===== src/rtl/p_to_s_pkg.sv =====
// p_to_s shared types and constants.
// Word width default, counter width helper, FSM states.
package p_to_s_pkg;

  localparam int DW_DEF = 6;

  typedef enum logic {
    EMPTY = 1'b0,
    SHIFT = 1'b1
  } state_t;

  function automatic int cw_f(input int n);
    int r;
    r = 0;
    for (int i = 0; i < 32; i++) begin
      if ((1 << i) < n) r = i + 1;
    end
    return (r < 1) ? 1 : r;
  endfunction

endpackage


===== src/rtl/p_to_s_hold.sv =====
// p_to_s_hold: single-entry pending-word register.
// Owns the registered upstream ready (ready = not full).
module p_to_s_hold
  import p_to_s_pkg::*;
#(
  parameter int DW = DW_DEF
) (
  input  logic          clk,
  input  logic          rst,
  input  logic          wr_en,
  input  logic [DW-1:0] wr_data,
  input  logic          rd_en,
  output logic [DW-1:0] rd_data,
  output logic          full,
  output logic          ready_o
);

  logic          r_full;
  logic          r_ready;
  logic [DW-1:0] r_data;
  logic          w_full_nxt;

  assign w_full_nxt = wr_en | (r_full & ~rd_en);

  assign rd_data = r_data;
  assign full    = r_full;
  assign ready_o = r_ready;

  // Track occupancy; ready follows the next-cycle occupancy.
  always_ff @(posedge clk) begin
    if (rst) begin
      r_full  <= 1'b0;
      r_ready <= 1'b0;
      r_data  <= '0;
    end else begin
      r_full  <= w_full_nxt;
      r_ready <= ~w_full_nxt;
      if (wr_en) r_data <= wr_data;
    end
  end

endmodule


===== src/rtl/p_to_s.sv =====
// p_to_s: parallel-to-serial converter, LSB first.
// One word shifting plus one pending word for bubble-free streaming.
module p_to_s
  import p_to_s_pkg::*;
#(
  parameter int DW = DW_DEF
) (
  input  logic          clk,
  input  logic          rst,
  input  logic          valid_i,
  input  logic [DW-1:0] data_i,
  output logic          ready_o,
  output logic          valid_o,
  output logic          data_o,
  output logic          last_o,
  input  logic          ready_i
);

  localparam int CW = cw_f(DW);

  state_t        r_state;
  logic [DW-1:0] r_sh;
  logic [CW-1:0] r_cnt;
  logic          r_valid;
  logic          r_data;
  logic          r_last;

  logic          w_acc;
  logic          w_xfer;
  logic          w_fin;
  logic          w_wr;
  logic          w_rd;
  logic          w_full;
  logic          w_ld;
  logic [DW-1:0] w_pend;
  logic [DW-1:0] w_ld_word;
  logic [DW-1:0] w_sh_nxt;

  assign w_acc  = valid_i & ready_o;
  assign w_xfer = r_valid & ready_i;
  assign w_fin  = w_xfer & r_last;

  assign w_wr = w_acc & (r_state == SHIFT) & ~w_fin;
  assign w_rd = w_fin & w_full;

  assign w_ld = ((r_state == EMPTY) & w_acc) |
                (w_fin & (w_full | w_acc));

  assign w_ld_word = w_full ? w_pend : data_i;
  assign w_sh_nxt  = r_sh >> 1;

  assign valid_o = r_valid;
  assign data_o  = r_data;
  assign last_o  = r_last;

  p_to_s_hold #(
    .DW(DW)
  ) u_hold (
    .clk    (clk),
    .rst    (rst),
    .wr_en  (w_wr),
    .wr_data(data_i),
    .rd_en  (w_rd),
    .rd_data(w_pend),
    .full   (w_full),
    .ready_o(ready_o)
  );

  // Load / shift / drain state machine with registered serial outputs.
  always_ff @(posedge clk) begin
    if (rst) begin
      r_state <= EMPTY;
      r_sh    <= '0;
      r_cnt   <= '0;
      r_valid <= 1'b0;
      r_data  <= 1'b0;
      r_last  <= 1'b0;
    end else begin
      unique case (r_state)
        EMPTY: begin
          if (w_ld) begin
            r_state <= SHIFT;
            r_sh    <= w_ld_word;
            r_cnt   <= '0;
            r_valid <= 1'b1;
            r_data  <= w_ld_word[0];
            r_last  <= 1'b0;
          end
        end
        SHIFT: begin
          if (w_ld) begin
            r_sh    <= w_ld_word;
            r_cnt   <= '0;
            r_data  <= w_ld_word[0];
            r_last  <= 1'b0;
          end else if (w_fin) begin
            r_state <= EMPTY;
            r_valid <= 1'b0;
            r_data  <= 1'b0;
            r_last  <= 1'b0;
          end else if (w_xfer) begin
            r_sh    <= w_sh_nxt;
            r_cnt   <= r_cnt + 1'b1;
            r_data  <= w_sh_nxt[0];
            r_last  <= (r_cnt == CW'(DW - 2));
          end
        end
        default: begin
          r_state <= EMPTY;
          r_valid <= 1'b0;
        end
      endcase
    end
  end

endmodule


===== config.mk =====
export PLATFORM = sky130hd
export DESIGN_NAME = p_to_s
export DESIGN_NICKNAME = d
export VERILOG_FILES = /design/src/rtl/p_to_s_pkg.sv /design/src/rtl/p_to_s_hold.sv /design/src/rtl/p_to_s.sv
export SDC_FILE = /design/constraint.sdc
export NUM_CORES = 1
export LEC_CHECK = 0
export BUFFER_PORTS_ARGS = -buffer_cell sky130_fd_sc_hd__clkbuf_2
export CAP_MARGIN = 25
export CELL_PAD_IN_SITES_DETAIL_PLACEMENT = 0
export CELL_PAD_IN_SITES_GLOBAL_PLACEMENT = 2
export CORE_MARGIN = 4
export CORE_UTILIZATION = 38
export CTS_BUF_LIST = sky130_fd_sc_hd__clkbuf_8
export CTS_CLUSTER_DIAMETER = 30
export DETAILED_ROUTE_END_ITERATION = 12
export GPL_ROUTABILITY_DRIVEN = 0
export PLACE_DENSITY = 0.79
export REMOVE_ABC_BUFFERS = 1
export SLEW_MARGIN = 20
export SYNTH_ARGS = -nofsm -noshare
export SYNTH_HDL_FRONTEND = slang
export SYNTH_SLANG_ARGS = --single-unit

===== constraint.sdc =====
create_clock -name clk -period 2.2 [get_ports clk]
set_input_delay 0.22 -clock clk [delete_from_list [all_inputs] [get_ports clk]]
set_output_delay 0.22 -clock clk [all_outputs]
set_load 0.01 [all_outputs]

==> key figures <==
Outcome
  • Status: finished clean

Drt
  • Drt drc: 0
  • WL met2: 3410 um
  • DRT met1 WL: 3840 um
  • Post-Route WL: 7590 um
  • Met3 WL: roughly 260 um
  • Wire per inst: 16.8 um
  • Post-DRT Antenna Nets: 0
  • Max layer used: met4
  • Drt first pass iters: 4
  • Vias post-DR: roughly 2.7k
  • Average vias per placed instance: between 5 and 6
  • Drt initial violations: 149

Logic synthesis
  • Async S/R FF share, synth: 0%
  • Register area share after synthesis: a little under two fifths
  • Number of synthesized register bits: roughly 50
  • Synthesized instance count: 329
  • Yosys cell types: 57
  • Synth Area per Inst: ~8 um^2
  • Ys flop type: dfxtp_1
  • Yosys warnings: 0
  • Mapped Area: 2670 um^2
  • EDFF count, synth: 0

Layout
  • Layout cells sized above 1: 17.4%
  • Area growth syn-to-layout: 14.9%
  • Most frequent cells in the layout: dfxtp_1 (48), nand2_1 (41), nor2_1 (26), buf_4 (26), o21ai_0 (21)
  • Fin nets: 368
  • Commonest non-fill, non-tap cell in the layout: dfxtp_1
  • Fillers: 712
  • Ant. Diodes: 0
  • Non-Filler Instances: 453
  • Final core utilization: 45.0%

STA
  • Slew @ Worst Pin: 728 ps
  • Pins Over Slew Limit: 0
  • F_max: 491 MHz
  • Final hold violation count: 0
  • Final hold slack: roughly 160 ps
  • Rel. slew slack: 51.3%
  • # setup viols final: 0
  • Total Negative Setup Slacks: 0 ps
  • Final Skew: 6.00 ps
  • Post-route minimum period: 2040 ps
  • Fin crit share: 92.6%
  • RSZ-0062 raised after global routing: no

Placed design
  • PortBufs: 13
  • Placed instance count: 445
  • HPWL after detailed placement: 5490 um

CTS
  • H-Tree Depth: 2
  • CTS tree: yes
  • CTS Sinks: 49
  • Clk buf depth: 2
  • Clock Latency Late Sink: roughly 310 ps
  • Post-CTS Setup Inserts: 0
  • CTS buffer count: 5
  • Clock-pin slew on the worst setup and hold paths: around 100 ps
  • Hold_buf cts: 0
  • Root Buffer: clkbuf_8

Floorplanning
  • Die Span Y: 91.9 um
  • Core Area: roughly 7000 um^2
  • Num ports: 14
  • Initial core utilization: between 30% and 40%
  • Die X: 91.9 um
  • Die area: between 8000 and 9000 um^2
  • Row cnt: 30

Pwr
  • Leakage power: 0.00108 uW
  • Pwr per Cell Area: 568 nW/um^2
  • VDD IR max: 0.345 mV

Global route
  • First-pass GRT wire length: 12800 um
  • Largest net degree at the start of global routing: 17
  • Initial antenna violation count: 0
  • Tot GR Track Use: between 10% and 20%
  • Gr ovfl total: 0
  • Vias in the first global route: 2502

Setup path
  • Crit Path Max Fanout: 9
  • Critical Path Sink Type: flip-flop
  • Crit start category: flip-flop
  • Crit Path Category: reg2reg
  • Worst Path Arrival: 2290 ps
  • Required @ worst endpoint: 2450 ps

Min path
  • Min-delay worst type: in2reg

Run
  • Max-cap violations: 0
==> cell families after synthesis <==
logic type               synth area share, %
AO/OA/AOI/OAI                           21.7
adder cells (fa/ha/maj)                0.936
buffers and inverters                   4.49
flip-flops                              36.7
multiplexers                            4.87
AND/OR/NAND/NOR                         31.3
==> metrics by stage <==
stage          setup slack (ps)  cell area [um^2]  power (uW)
6_report                    164              3070        1740
3_5_place_dp                157              2950        1080
5_1_grt                    13.5              3070        1810
2_1_floorplan              83.4              2570        1000
4_1_cts                     113              3070        1760
3_3_place_gp                129              2950        1080
==> worst paths after layout <==
path	from	to	slack, ps	cells past startpoint
max	r_cnt[11]$_SDFFE_PP0P_	r_cnt[26]$_SDFFE_PP0P_	160	5
max reg2reg	r_cnt[11]$_SDFFE_PP0P_	r_cnt[26]$_SDFFE_PP0P_	160	5
min reg2reg	r_sh[4]$_SDFFE_PP0P_	r_sh[4]$_SDFFE_PP0P_	460	2
min	data_i[1]	u_hold.rd_data[1]$_SDFFE_PP0P_	160	3
==> where the power goes <==
part / total [uW] / switching (uW) / internal, uW
Clock: 684 / 343 / 341
Sequential: 909 / 9.42 / 899
Combinational: 151 / 93.2 / 57.4
==> cell usage after synthesis, drive strengths merged, types with 2 or more instances <==
master	number	area, um^2
a21o	2	15.0
a21oi	19	95.1
a311oi	8	70.1
a31oi	16	100
a41oi	3	26.3
and3	3	18.8
and4	3	30.0
buf	7	48.8
clkbuf	11	42.5
dfxtp	49	981
ha	2	25.0
inv	5	18.8
mux2i	13	130
nand2	41	154
nand2b	3	21.3
nand3	18	108
nand4	17	113
nor2	28	115
nor2b	2	12.5
nor3	9	50.1
nor3b	2	15.0
nor4	13	103
nor4b	2	17.5
o211ai	9	67.6
o21ai	22	110
o21ba	2	20.0
or4	5	37.5
==> repair_timing <==
item,CTS,global route
resized for setup,0,2
setup endpoints to repair,0,4
endpoints found under the hold margin,0,0
==> layout make-up <==
type / count / area, um^2 / area share [%]
clock buffers: 5 / 68.8 / 2.24
clock inverters: 3 / 46.3 / 1.51
inverters: 5 / 18.8 / 0.611
multi-input cells: 256 / 1580 / 51.3
flip-flops and latches: 49 / 982 / 32.0
well taps: 96 / 120 / 3.91
repair buffers: 39 / 260 / 8.47
==> metal layers <==
| layer | vias to the layer above | track usage [%] |
|---|---|---|
| met2 | 55 | 29.0 |
| met1 | 1293 | 27.5 |
| met5 | - | 0 |
| met4 | 0 | 4.95 |
| li1 | 1312 | - |
| met3 | 8 | 2.63 |
==> flip-flops by register name, indices dropped and copies added, names as in the netlist <==
signal	cells
u_hold.rd_data	6
u_hold.ready_o	1
u_hold.full	1
r_cnt	32
data_o	1
r_state	1
r_sh	5
valid_o	1
last_o	1
==> critical path, cell delays in order, from the launching register on <==
cell and delay (ps):
dfxtp_1 530, nand4_2 290, nor4_2 510, nand2_1 150, or4_1 420, nand3_1 90
No activity file was read; power rests on OpenSTA's default activity.
